<file path="config.mk">
export PLATFORM = sky130hd
export DESIGN_NAME = button_event_ctrl
export DESIGN_NICKNAME = d
export VERILOG_FILES = /design/src/rtl/button_event_ctrl.sv
export SDC_FILE = /design/constraint.sdc
export NUM_CORES = 1
export LEC_CHECK = 0
export ABC_AREA = 1
export ABC_CLOCK_PERIOD_IN_PS = 2350
export BUFFER_PORTS_ARGS = -buffer_cell sky130_fd_sc_hd__buf_2
export CORE_UTILIZATION = 45
export CTS_CLUSTER_SIZE = 16
export DETAILED_ROUTE_END_ITERATION = 10
export PLACE_DENSITY = 0.68
export SYNTH_ARGS = -nofsm -noshare
export SYNTH_HDL_FRONTEND = slang
export SYNTH_SLANG_ARGS = --single-unit
</file>
<file path="constraint.sdc">
create_clock -name ck -period 2.35 [get_ports ck]
set_clock_uncertainty 0.2 [all_clocks]
set_input_delay 0.235 -clock ck [delete_from_list [all_inputs] [get_ports ck]]
set_output_delay 0.235 -clock ck [all_outputs]
set_load 0.01 [all_outputs]
</file>
<file path="src/rtl/button_event_ctrl.sv">
// button_event_ctrl
//   Turns N debounced button levels into a serial stream of PRESS / RELEASE /
//   LONG / REPEAT events. Each button has its own FSM, a hold counter and a
//   single-entry pending slot. A round-robin arbiter moves the pending events
//   into one registered output with a valid/ready handshake.
//
// Ports
//   ck        clock, rising edge
//   reset     asynchronous, active-low reset
//   db        debounced, synchronous button levels (1 = pressed)
//   ev_ready  consumer accepts the event this cycle
//   clr_ovf   synchronous clear of the sticky ovf flag
//   ev_valid  event present on ev_id / ev_code
//   ev_id     originating button index
//   ev_code   0 PRESS, 1 RELEASE, 2 LONG, 3 REPEAT
//   ovf       sticky: a pending event was overwritten before it was granted
module button_event_ctrl #(
  parameter int N       = 4,
  parameter int CNT_W   = 24,
  parameter int LONG_TH = 12_500_000,
  parameter int REP_TH  = 2_500_000
) (
  input  logic                 ck,
  input  logic                 reset,
  input  logic [N-1:0]         db,
  input  logic                 ev_ready,
  input  logic                 clr_ovf,
  output logic                 ev_valid,
  output logic [$clog2(N)-1:0] ev_id,
  output logic [1:0]           ev_code,
  output logic                 ovf
);

  localparam int ID_W = $clog2(N);
  localparam logic [CNT_W-1:0] LONG_LAST = CNT_W'(LONG_TH - 1);
  localparam logic [CNT_W-1:0] REP_LAST  = CNT_W'(REP_TH - 1);
  localparam logic [CNT_W-1:0] CNT_ONE   = CNT_W'(1);

  typedef enum logic [1:0] {
    S_IDLE = 2'd0,
    S_HELD = 2'd1,
    S_LONG = 2'd2
  } state_t;

  typedef enum logic [1:0] {
    EV_PRESS   = 2'd0,
    EV_RELEASE = 2'd1,
    EV_LONG    = 2'd2,
    EV_REPEAT  = 2'd3
  } code_t;

  state_t           state     [N];
  logic [CNT_W-1:0] cnt       [N];
  logic [N-1:0]     slot_v;
  code_t            slot_c    [N];
  logic [ID_W-1:0]  last_grant;

  logic [N-1:0]     post;
  code_t            post_code [N];
  logic [N-1:0]     ovw;
  logic             free;
  logic             gnt_hit;
  logic             gnt_take;
  logic [ID_W-1:0]  gnt_idx;

  // Index of the k-th slot after base, wrapping at N (N need not be a power of 2).
  function automatic logic [ID_W-1:0] rr_idx(input logic [ID_W-1:0] base,
                                             input int unsigned     k);
    int unsigned s;
    s = 32'(base);
    s = s + k;
    return ID_W'(s % N);
  endfunction

  // Event each button posts this cycle; release beats LONG/REPEAT.
  always_comb begin
    for (int unsigned i = 0; i < N; i++) begin
      post[i]      = 1'b0;
      post_code[i] = EV_PRESS;
      case (state[i])
        S_IDLE: begin
          if (db[i]) begin
            post[i]      = 1'b1;
            post_code[i] = EV_PRESS;
          end
        end
        S_HELD: begin
          if (!db[i]) begin
            post[i]      = 1'b1;
            post_code[i] = EV_RELEASE;
          end else if (cnt[i] == LONG_LAST) begin
            post[i]      = 1'b1;
            post_code[i] = EV_LONG;
          end
        end
        S_LONG: begin
          if (!db[i]) begin
            post[i]      = 1'b1;
            post_code[i] = EV_RELEASE;
          end else if (cnt[i] == REP_LAST) begin
            post[i]      = 1'b1;
            post_code[i] = EV_REPEAT;
          end
        end
        default: ;
      endcase
    end
  end

  // Round-robin search starting one past the last granted slot.
  always_comb begin
    free    = !ev_valid || ev_ready;
    gnt_hit = 1'b0;
    gnt_idx = '0;
    for (int unsigned k = 1; k <= N; k++) begin
      if (!gnt_hit && slot_v[rr_idx(last_grant, k)]) begin
        gnt_hit = 1'b1;
        gnt_idx = rr_idx(last_grant, k);
      end
    end
    gnt_take = free && gnt_hit;
  end

  // A post only counts as an overwrite if the slot is not emptied at this edge.
  always_comb begin
    for (int unsigned i = 0; i < N; i++) begin
      ovw[i] = post[i] && slot_v[i] && !(gnt_take && gnt_idx == ID_W'(i));
    end
  end

  always_ff @(posedge ck or negedge reset) begin
    if (!reset) begin
      for (int unsigned i = 0; i < N; i++) begin
        state[i]  <= S_IDLE;
        cnt[i]    <= '0;
        slot_c[i] <= EV_PRESS;
      end
      slot_v     <= '0;
      last_grant <= ID_W'(N - 1);
      ev_valid   <= 1'b0;
      ev_id      <= '0;
      ev_code    <= '0;
      ovf        <= 1'b0;
    end else begin
      for (int unsigned i = 0; i < N; i++) begin
        case (state[i])
          S_IDLE: begin
            if (db[i]) begin
              state[i] <= S_HELD;
              cnt[i]   <= '0;
            end
          end
          S_HELD: begin
            if (!db[i]) begin
              state[i] <= S_IDLE;
            end else if (cnt[i] == LONG_LAST) begin
              state[i] <= S_LONG;
              cnt[i]   <= '0;
            end else begin
              cnt[i] <= cnt[i] + CNT_ONE;
            end
          end
          S_LONG: begin
            if (!db[i]) begin
              state[i] <= S_IDLE;
            end else if (cnt[i] == REP_LAST) begin
              cnt[i] <= '0;
            end else begin
              cnt[i] <= cnt[i] + CNT_ONE;
            end
          end
          default: state[i] <= S_IDLE;
        endcase

        // A new post wins over the grant clearing the same slot.
        if (post[i]) begin
          slot_v[i] <= 1'b1;
          slot_c[i] <= post_code[i];
        end else if (gnt_take && gnt_idx == ID_W'(i)) begin
          slot_v[i] <= 1'b0;
        end
      end

      if (free) begin
        if (gnt_hit) begin
          ev_valid   <= 1'b1;
          ev_id      <= gnt_idx;
          ev_code    <= slot_c[gnt_idx];
          last_grant <= gnt_idx;
        end else begin
          ev_valid <= 1'b0;
        end
      end

      if (|ovw) begin
        ovf <= 1'b1;
      end else if (clr_ovf) begin
        ovf <= 1'b0;
      end
    end
  end

endmodule
</file>
==> results of run 1 <==
[power groups by stage]
stage                     clock network, W  logic (W)  registers, W
after floorplan                          0    0.00244       0.00254
after global placement                   0    0.00324       0.00260
after detailed placement                 0    0.00327       0.00261
after CTS                          0.00255    0.00332       0.00257
after global routing               0.00264    0.00391       0.00259
final                              0.00248    0.00350       0.00255
[cell usage in the layout (no fill, tap or decap), drive strengths merged, types with 27 or more instances in the layout]
cell type  Yosys  final
o21ai         45     45
nor3          44     44
nor2         150    150
buf           11     40
a21oi         27     27
nand3         85     85
dfrtp        122    122
xor2          39     39
inv          151    151
nand2        287    287
[state kept, by name (all words and copies together) (netlist names)]
signal      flops
cnt            96
ev_id           2
last_grant      2
ovf             1
slot_c          8
slot_v          4
ev_code         2
state           8
ev_valid        1
[kinds of logic (layout without fill, tap and decap cells)]
group                    after synthesis  count (layout)  share of synthesized area
AND/OR/NAND/NOR                      623             623                      0.356
AO/OA/AOI/OAI                        109             109                     0.0789
adder cells (fa/ha/maj)               21              21                     0.0333
buffers and inverters                166             230                     0.0838
XOR/XNOR                              49              49                     0.0543
flip-flops                           124             124                      0.393
[path summary, 6_finish.rpt]
path                                               end  slack (ns)  depth (start not counted)                   start
worst max-delay path               cnt[67]$_DFFE_PN0P_        0.14                         12    state[4]$_DFFE_PN0P_
worst min-delay path              state[7]$_DFFE_PN0P_        0.02                          3                   db[0]
worst max register to register     cnt[67]$_DFFE_PN0P_        0.14                         12    state[4]$_DFFE_PN0P_
worst min register to register  ev_code[0]$_DFFE_PN0P_        0.28                          2  ev_code[0]$_DFFE_PN0P_
max in group asynchronous          cnt[90]$_DFFE_PN0P_        1.14                          3                   reset
min in group asynchronous          cnt[27]$_DFFE_PN0P_        0.12                          2                   reset
[repair_timing]
item / in CTS / in global routing
hold buffers: 6 / 0
endpoints found under the setup margin: 0 / 32
setup buffers: 0 / 6
gates resized for setup: 0 / 21
hold endpoints to repair: 66 / 0
[per-stage QoR]
stage / std cells / area (sq um) / setup slack [ns] / total power (W) / utilization
2_1_floorplan: 1092 / 7900 / 0.279 / 0.00498 / -
3_3_place_gp: 1337 / 8360 / 0.0989 / 0.00584 / 0.485
3_5_place_dp: 1337 / 8360 / 0.0284 / 0.00588 / 0.485
4_1_cts: 1375 / 8980 / 0.00667 / 0.00844 / 0.521
5_1_grt: 1381 / 9100 / -0.0714 / 0.00913 / 0.528
6_report: 1381 / 9100 / 0.142 / 0.00854 / 0.528
[final cells by class]
class,instances,area [sq um]
Timing Repair Buffer,46,372
Clock inverter,7,62.6
Multi-Input combinational cell,802,4210
Clock buffer,25,495
Sequential cell,124,3110
Fill cell,1644,8130
Tap cell,225,282
Inverter,152,581
[critical path, stage by stage (launching register included)]
cell and delay [ns]:
dfrtp_1 0.39, inv_1 0.09, ha_1 0.26, o21ai_2 0.18, nand2_2 0.13, nor2_4 0.11, nand2_1 0.09, nor2_2 0.16
nand2_1 0.07, clkinv_1 0.07, nand3_1 0.11, a21oi_2 0.15, o21a_1 0.13
[metal layers]
metal	routed length (um)	GRT usage	part of all wire	up-vias
li1	-	-	-	3642
met4	207	0.0637	0.011	0
met1	8750	0.297	0.48	3298
met2	8480	0.351	0.46	172
met5	0	0	0	-
met3	873	0.0424	0.048	21
==> metrics.md, run 1 <==
| Metric | Value |
|---|---|
| Ports | 14 |
| Synth cell types | 47 |
| Final ANT Viol Nets | 0 |
| Antenna Cells | 0 |
| Peak VDD IR | about 0.7 mV |
| Total gr overflow | 0 |
| Outcome | complete, no violations |
| Drt pass-1 iters | 5 |
| Vias per cell | just over 5 |
| P_sw | 0.00346 W |
| Hold Violations, Final | 0 |
| Synth area leaders | dfrtp_1 (39%), nand2_1 (13%), nor2_1 (6.7%), inv_1 (6.7%), nand3_1 (5.0%) |
| Initial antenna violation count | 0 |
| Max clock buf depth | 2 |
| Die Height | roughly 130 um |
| Slew Viols, Final | 0 |
| # rows | 48 |
| Clock-pin slew on the worst setup and hold paths | 0.05 ns |
| Routed WL | approximately 18000 um |
| Final worst path period share | 0.940 |
| Gr usage total | 0.218 |
| Unrepaired setup endpoints after global routing | true |
| Tmin final | ~2.2 ns |
| Post-synth ARST share | 1.00 |
| CP Data Arrival Time | between 2 and 2.5 ns |
| Yosys top cell by area | dfrtp_1 |
| Power Internal | roughly 0.005 W |
| Vias in the first global route | around 6800 |
| Largest net degree at the start of global routing | 51 |
| Routed via count | between 7000 and 8000 |
| Buffers added on ports | 13 |
| Initial Util | 0.458 |
| Hold slack | 0.0171 ns |
| Synthesis warning total | 0 |
| Lkg Pwr | 4.15 nW |
| Most frequent cell after synthesis | nand2_1 |
| Die area | 0.0181 sq mm |
| Comb power frac | 0.410 |
| Die W | about 130 um |
| Worst skew pair latency | around 0.42 ns |
| Sequential area share after synthesis | 0.393 |
| TritonCTS clock tree | built |
| CP startpoint kind | flip-flop |
| Clock share of power | 0.291 |
| Cell count after synthesis | 1092 |
| Area Growth Syn to Fin | 15.3% |
| Crit. End Element | flip-flop |
| Setup tns final | 0 ns |
| DR DRC count | 0 |
| Initial DRC count | about 500 |
| GP Congestion | between 0.9 and 1 |
| Req. time, crit path | about 2.5 ns |
| Power per cell area | between 900 and 1000 mW/mm^2 |
| EDFF count, synth | 0 |
| Ratio of cells with drive above 1 in the final layout | 0.112 |
| Avg Cell Area, Syn | a little over 7 sq um |
| Mapped Area | between 0.007 and 0.008 sq mm |
| Hpwl dp | roughly 13000 um |
| Mapped Nets | around 1100 |
| Core Region | between 0.015 and 0.02 sq mm |
| First-pass GRT wire length | 31600 um |
| Total Nets Final | 1172 |
| Final setup vio count | 0 |
| Clock root buffer | clkbuf_16 |
| WL per Instance | 13.3 um |
| Post-synth top area share | 0.387 |
| Worst slew margin | 0.668 |
| Reg power frac | 0.299 |
| Worst Tran Pin Value | a little under 0.5 ns |
| Path type of the worst setup path | flip-flop to flip-flop |
| Synth Flop Type | dfrtp_1 |
| # Max-Cap Violations | 0 |
| Synth cell count leaders | nand2_1 (273), nor2_1 (142), inv_1 (141) |
| Num CTS Buffers | 17 |
| Clock sinks | 124 |
| Hold Path Class | input port to flip-flop |
| Switching Share | 0.405 |
| H-tree Lvls | 4 |
| F_max | roughly 0.45 GHz |
| Crit-path max FO | 6 |
| Post-synthesis register bit count | approximately 120 |
Power figures use the tool's default switching activity.
==> run 2: changes to the inputs <==
--- a/config.mk
+++ b/config.mk
@@ -8,10 +8,12 @@
 export ABC_AREA = 1
 export ABC_CLOCK_PERIOD_IN_PS = 2350
 export BUFFER_PORTS_ARGS = -buffer_cell sky130_fd_sc_hd__buf_2
-export CORE_UTILIZATION = 45
+export CELL_PAD_IN_SITES_DETAIL_PLACEMENT = 1
+export CELL_PAD_IN_SITES_GLOBAL_PLACEMENT = 2
+export CORE_UTILIZATION = 37
 export CTS_CLUSTER_SIZE = 16
 export DETAILED_ROUTE_END_ITERATION = 10
-export PLACE_DENSITY = 0.68
+export PLACE_DENSITY = 0.88
 export SYNTH_ARGS = -nofsm -noshare
 export SYNTH_HDL_FRONTEND = slang
 export SYNTH_SLANG_ARGS = --single-unit
==> run 2 against run 1 <==
Effect of this change: clock-buffer cell count is 1 lower; non-clock buffer count is 12 higher; clock power is 11% higher; die area is 21% higher; largest power group unchanged.
==> metrics.md, run 2 (synthesis results as in run 1) <==
| Metric | Value |
|---|---|
| Fin cells | between 1000 and 1500 |
| Setup tns final | 0 ns |
| Routed WL | around 22000 um |
| Largest net degree at the start of global routing | 46 |
| Outcome | complete, no violations |
| Peak VDD IR | between 0.6 and 0.7 mV |
| Metal3 WL | between 300 and 400 um |
| Routed wl met2 | 10500 um |
| Footprint of the multi-input gates | 0.00421 sq mm |
| Crit-path slowest cell | dfstp_2 |
| Total Nets Final | between 1000 and 1500 |
| Hold slack | 0.00595 ns |
| Core Region | 0.0210 sq mm |
| Clock sinks | between 100 and 150 |
| # rows | 53 |
| Most frequent cells in the layout | nand2_1 (271), inv_1 (141), nor2_1 (140), dfrtp_1 (122), nand3_1 (77) |
| Slowest stage delay, CP | 0.56 ns |
| Most common cell after layout, fill and taps aside | nand2_1 |
| Drt pass-1 iters | 4 |
| Area Growth Syn to Fin | 17.9% |
| Num CTS Buffers | 17 |
| Largest register FFs | between 90 and 100 |
| Most frequent CP cell | nand2_1 |
| Setup slack at placement | 0.0629 ns |
| GP Congestion | 0.818 |
| Ratio of cells with drive above 1 in the final layout | 0.127 |
| Power per cell area | between 900 and 1000 mW/mm^2 |
| Worst Setup Slack, final | about 0.12 ns |
| WL per Instance | roughly 15 um |
| Reg2Reg Capture Point | ovf$_DFFE_PN0P_ |
| Antenna Cells | 0 |
| Worst skew pair latency | between 0.4 and 0.5 ns |
| Final ANT Viol Nets | 0 |
| CP Data Arrival Time | between 2 and 2.5 ns |
| # Max-Cap Violations | 0 |
| R2R depth | 16 |
| H-tree Lvls | 4 |
| First-pass GRT wire length | between 30000 and 40000 um |
| Initial Util | 0.377 |
| Largest registers | cnt: 96 flops, slot_c: 8 flops, state: 8 flops |
| Routed via count | about 7300 |
| Slew Viols, Final | 0 |
| Hold Path Class | input port to flip-flop |
| FF+latch area | approximately 0.0031 sq mm |
| Gr usage total | 0.210 |
| Tmin final | about 2.2 ns |
| Vias per cell | 5.03 |
| CP startpoint kind | flip-flop |
| F_max | about 0.45 GHz |
| Initial DRC count | 244 |
| Hold path cells | 4 |
| Initial antenna violation count | 0 |
| Die W | about 150 um |
| Fin util | 0.445 |
| Clock root buffer | clkbuf_16 |
| TritonCTS clock tree | built |
| Hpwl dp | 16500 um |
| DR DRC count | 0 |
| Slack of the worst reg-to-reg path | between 0.1 and 0.15 ns |
| Die area | about 0.022 sq mm |
| M1 WL | 10600 um |
| Crit-path max FO | 10 |
| Req. time, crit path | between 2 and 2.5 ns |
| Max clock buf depth | 2 |
| Largest Register | cnt |
| Worst Tran Pin Value | 0.471 ns |
| Final setup vio count | 0 |
| Vias in the first global route | about 7700 |
| Hold Violations, Final | 0 |
| Ports | 14 |
| Unrepaired setup endpoints after global routing | true |
| Crit-path cells | buf_12 -> inv_6 -> nand2_1 -> nand2_1 -> nand2_1 -> nand2_2 -> nand2_1 -> nand2_1 -> nand2_2 -> nand2_1 -> nor2_2 -> nand2_1 -> nand2_1 -> nand2_1 -> nor2_1 -> nand2_1 |
| Total gr overflow | 0 |
| Final worst path period share | 0.948 |
| Worst slew margin | 0.686 |
| Worst hold start | ev_ready |
| Path type of the worst setup path | flip-flop to flip-flop |
| End point of the worst hold path | ev_valid$_DFFE_PN0P_ |
| Clock-pin slew on the worst setup and hold paths | around 0.06 ns |
| Placed cells | about 1400 |
| Die Height | 148 um |
| Buffers added on ports | 13 |
| Crit. End Element | flip-flop |
| RR Startpoint | last_grant[0]$_DFFE_PN1P_ |
| Lkg Pwr | roughly 4.2 nW |
| Fillers | 2692 |
| Max Used Layer | met4 |
-- run 2: cell count changes in the layout (fill, tap and decap cells not counted), moves of 2 or more --
cell	delta
buf_4	+12
nor3_2	+3
o21ai_1	+3
bufinv_16	+2
clkbuf_1	-2
dlygate4sd3_1	-2
nor3_1	-2
o21ai_0	-2
-- run 2: worst max path at each step --
stage | from | end | slack, ns | cells past startpoint
floorplan | state[4]$_DFFE_PN0P_ | cnt[71]$_DFFE_PN0P_ | 0.28 | 10
CTS | state[4]$_DFFE_PN0P_ | cnt[62]$_DFFE_PN0P_ | 0.05 | 10
global placement | cnt[3]$_DFFE_PN0P_ | cnt[19]$_DFFE_PN0P_ | 0.1 | 9
global route | last_grant[0]$_DFFE_PN1P_ | ovf$_DFFE_PN0P_ | -0.02 | 16
detailed placement | state[4]$_DFFE_PN0P_ | cnt[67]$_DFFE_PN0P_ | 0.06 | 12
finish | last_grant[0]$_DFFE_PN1P_ | ovf$_DFFE_PN0P_ | 0.12 | 16
-- run 2: cell type report --
class                      instances  share of cell area
clock buffer                      24              0.0539
clock inverter                     7              0.0118
inverter                         152              0.0623
multi-input combinational        802               0.452
sequential                       124               0.333
tap                              275              0.0369
timing repair buffer              58              0.0501
-- run 2: power by group --
group | internal [W] | leakage [nW] | switching [W]
Clock | 0.00180 | 0.306 | 0.000956
Sequential | 0.00236 | 1.68 | 0.000195
Combinational | 0.00122 | 2.25 | 0.00245
Total | 0.00538 | 4.24 | 0.00360
-- run 2: per-layer routing --
layer | global-route usage | vias to the layer above
met2 | 0.360 | 47
met3 | 0.0282 | 22
met5 | 0 | -
met4 | 0.0649 | 0
met1 | 0.272 | 3519
li1 | - | 3663
-- run 2: what timing repair did --
| action | CTS | global route |
|---|---|---|
| setup buffers | 0 | 5 |
| hold buffers | 4 | 0 |
| resized for setup | 0 | 22 |
| hold endpoints to repair | 120 | 0 |
| setup endpoints to repair | 0 | 62 |
-- run 2: metrics by stage --
stage / cell area, sq um / power [W]
6_report: 9320 / 0.00898
5_1_grt: 9320 / 0.00959
4_1_cts: 9190 / 0.00893
3_5_place_dp: 8530 / 0.00612
3_3_place_gp: 8530 / 0.00603
2_1_floorplan: 7900 / 0.00498
-- run 2: critical path, delay by kind of cell, from the launching register on --
family / cells / cell delay (ns)
AND/OR/NAND/NOR: 14 / 1.19
flip-flops: 1 / 0.56
buffers and inverters: 2 / 0.17
==> run 3: changes to the inputs <==
--- a/config.mk
+++ b/config.mk
@@ -10,10 +10,10 @@
 export BUFFER_PORTS_ARGS = -buffer_cell sky130_fd_sc_hd__buf_2
 export CELL_PAD_IN_SITES_DETAIL_PLACEMENT = 1
 export CELL_PAD_IN_SITES_GLOBAL_PLACEMENT = 2
-export CORE_UTILIZATION = 37
+export CORE_UTILIZATION = 30
 export CTS_CLUSTER_SIZE = 16
 export DETAILED_ROUTE_END_ITERATION = 10
-export PLACE_DENSITY = 0.88
+export PLACE_DENSITY = 0.75
 export SYNTH_ARGS = -nofsm -noshare
 export SYNTH_HDL_FRONTEND = slang
 export SYNTH_SLANG_ARGS = --single-unit
==> run 3 against run 2 <==
Effect of this change: sequential power barely moved; setup slack improved by 0.0010 ns; die area rose by 23%; sequential cell count did not move; register-to-register slack barely moved; clock-buffer cell count fell by 2; wire length rose by 3.1%; hold slack improved by 0.042 ns; global-route usage fell by 3.0 points; non-clock buffer count rose by 5; sequential share of layout area fell by 0.39 points; critical endpoint unchanged; largest cell class unchanged; largest power group unchanged.
==> metrics.md, run 3 (synthesis results as in run 1) <==
| Metric | Value |
|---|---|
| Routed wl met2 | roughly 10000 um |
| Worst skew pair latency | around 0.43 ns |
| # Max-Cap Violations | 0 |
| Max Used Layer | met4 |
| Outcome | complete, no violations |
| GP Congestion | approximately 0.82 |
| # rows | between 50 and 60 |
| Total gr overflow | 0 |
| Peak VDD IR | roughly 0.35 mV |
| Routed WL | ~22000 um |
| Hold Path Class | input port to flip-flop |
| Total Nets Final | ~1200 |
| Gr usage total | 0.179 |
| Largest register FFs | between 90 and 100 |
| Clock sinks | approximately 120 |
| Die Height | around 160 um |
| Antenna Cells | 0 |
| Die W | 164 um |
| Metal3 WL | 413 um |
| DR DRC count | 0 |
| Core Region | 0.0259 sq mm |
| TritonCTS clock tree | built |
| H-tree Lvls | 4 |
| First-pass GRT wire length | between 30000 and 40000 um |
| WL per Instance | between 10 and 15 um |
| Initial DRC count | approximately 270 |
| Max clock buf depth | 2 |
| Pwr Total | 0.00905 W |
| Unrepaired setup endpoints after global routing | true |
| Initial Util | 0.305 |
| Ports | 14 |
| Power per cell area | ~960 mW/mm^2 |
| M1 WL | around 11000 um |
| Largest registers | cnt: 96 flops, slot_c: 8 flops, state: 8 flops |
| Final ANT Viol Nets | 0 |
| Final worst path period share | 0.948 |
| Setup slack at placement | between 0.08 and 0.09 ns |
| Die area | around 0.027 sq mm |
| Setup tns final | 0 ns |
| Final setup vio count | 0 |
| Hpwl dp | ~17000 um |
| Crit-path max FO | 8 |
| CP Data Arrival Time | 2.33 ns |
| Fin cells | between 1500 and 2000 |
| Buffers added on ports | 13 |
| Slew Viols, Final | 0 |
| Crit. End Element | flip-flop |
| Initial antenna violation count | 0 |
| Req. time, crit path | approximately 2.5 ns |
| Worst slew margin | 0.688 |
| Vias per cell | 4.83 |
| Drt pass-1 iters | 4 |
| Path type of the worst setup path | flip-flop to flip-flop |
| Most frequent cells in the layout | nand2_1 (270), inv_1 (140), nor2_1 (137), dfrtp_1 (122), nand3_1 (78) |
| Worst Setup Slack, final | 0.123 ns |
| Routed via count | approximately 7300 |
| Most common cell after layout, fill and taps aside | nand2_1 |
| Fillers | approximately 3200 |
| Num CTS Buffers | 17 |
| Clock-pin slew on the worst setup and hold paths | roughly 0.060 ns |
| Largest Register | cnt |
| Tmin final | 2.23 ns |
| Vias in the first global route | ~7600 |
| Placed cells | 1467 |
| F_max | roughly 0.45 GHz |
| Ratio of cells with drive above 1 in the final layout | 0.130 |
| Largest net degree at the start of global routing | 46 |
| CP startpoint kind | flip-flop |
| Hold Violations, Final | 0 |
| Clock root buffer | clkbuf_16 |
| Lkg Pwr | 4.24 nW |
| Hold slack | between 0.04 and 0.05 ns |
| Worst Tran Pin Value | approximately 0.47 ns |
| Area Growth Syn to Fin | 19.3% |
-- run 3: changes by cell type in the layout (fill, tap and decap cells not counted), moves of 2 or more --
cell        before  now
nor3_2           8    6
nand2_4          4    2
nor2_2           8   11
clkinv_2         4    1
nor3_1          36   38
nor2_1         140  137
nand2_8          0    2
clkinv_4         0    2
clkinvlp_4       0    4
buf_4           36   40
-- run 3: final timing paths --
path | startpoint | endpoint | slack, ns | cells after the start
max | last_grant[0]$_DFFE_PN1P_ | ovf$_DFFE_PN0P_ | 0.12 | 14
min | db[0] | state[7]$_DFFE_PN0P_ | 0.05 | 3
max reg2reg | last_grant[0]$_DFFE_PN1P_ | ovf$_DFFE_PN0P_ | 0.12 | 14
min reg2reg | ev_id[1]$_DFFE_PN0P_ | ev_id[1]$_DFFE_PN0P_ | 0.28 | 2
max in group asynchronous | reset | last_grant[1]$_DFFE_PN1P_ | 1.14 | 3
min in group asynchronous | reset | cnt[30]$_DFFE_PN0P_ | 0.12 | 2
-- run 3: layer usage --
metal,up-vias,GRT usage
li1,3678,-
met1,3512,0.245
met2,55,0.289
met3,28,0.0250
met4,0,0.0593
met5,-,0
-- run 3: cell type report --
class                   count  area, sq um  area share
repair buffers             63          522      0.0554
flip-flops and latches    124         3110       0.330
clock buffers              22          484      0.0514
well taps                 335          419      0.0445
clock inverters             9          113      0.0119
inverters                 152          581      0.0616
multi-input cells         802         4200       0.446
-- run 3: where the power goes --
group / total [W] / switching [W] / leakage, nW / internal, W
registers: 0.00256 / 0.000197 / 1.68 / 0.00236
clock network: 0.00270 / 0.00103 / 0.280 / 0.00167
logic: 0.00380 / 0.00251 / 2.28 / 0.00129
-- run 3: worst max-delay path, stage by stage (launching register included) --
cell,delay (ns)
dfstp_2,0.61
buf_4,0.17
nand2_1,0.06
nand2_2,0.09
nand2_1,0.07
nand2_2,0.11
inv_2,0.07
nand3_4,0.15
nand2_8,0.10
inv_4,0.11
nand3_1,0.11
nand2_1,0.10
nand2_1,0.06
inv_1,0.06
nand2_1,0.05
-- run 3: repair_timing --
item / CTS / global route
setup endpoints to repair: 0 / 50
hold buffers: 5 / 0
buffers inserted: 0 / 4
gates resized for setup: 0 / 23
endpoints found under the hold margin: 124 / 0
-- run 3: stage by stage --
step / cell area [sq um] / utilization
2_1_floorplan: 7900 / -
3_3_place_gp: 8670 / 0.335
3_5_place_dp: 8670 / 0.335
4_1_cts: 9320 / 0.360
5_1_grt: 9420 / 0.364
6_report: 9420 / 0.364
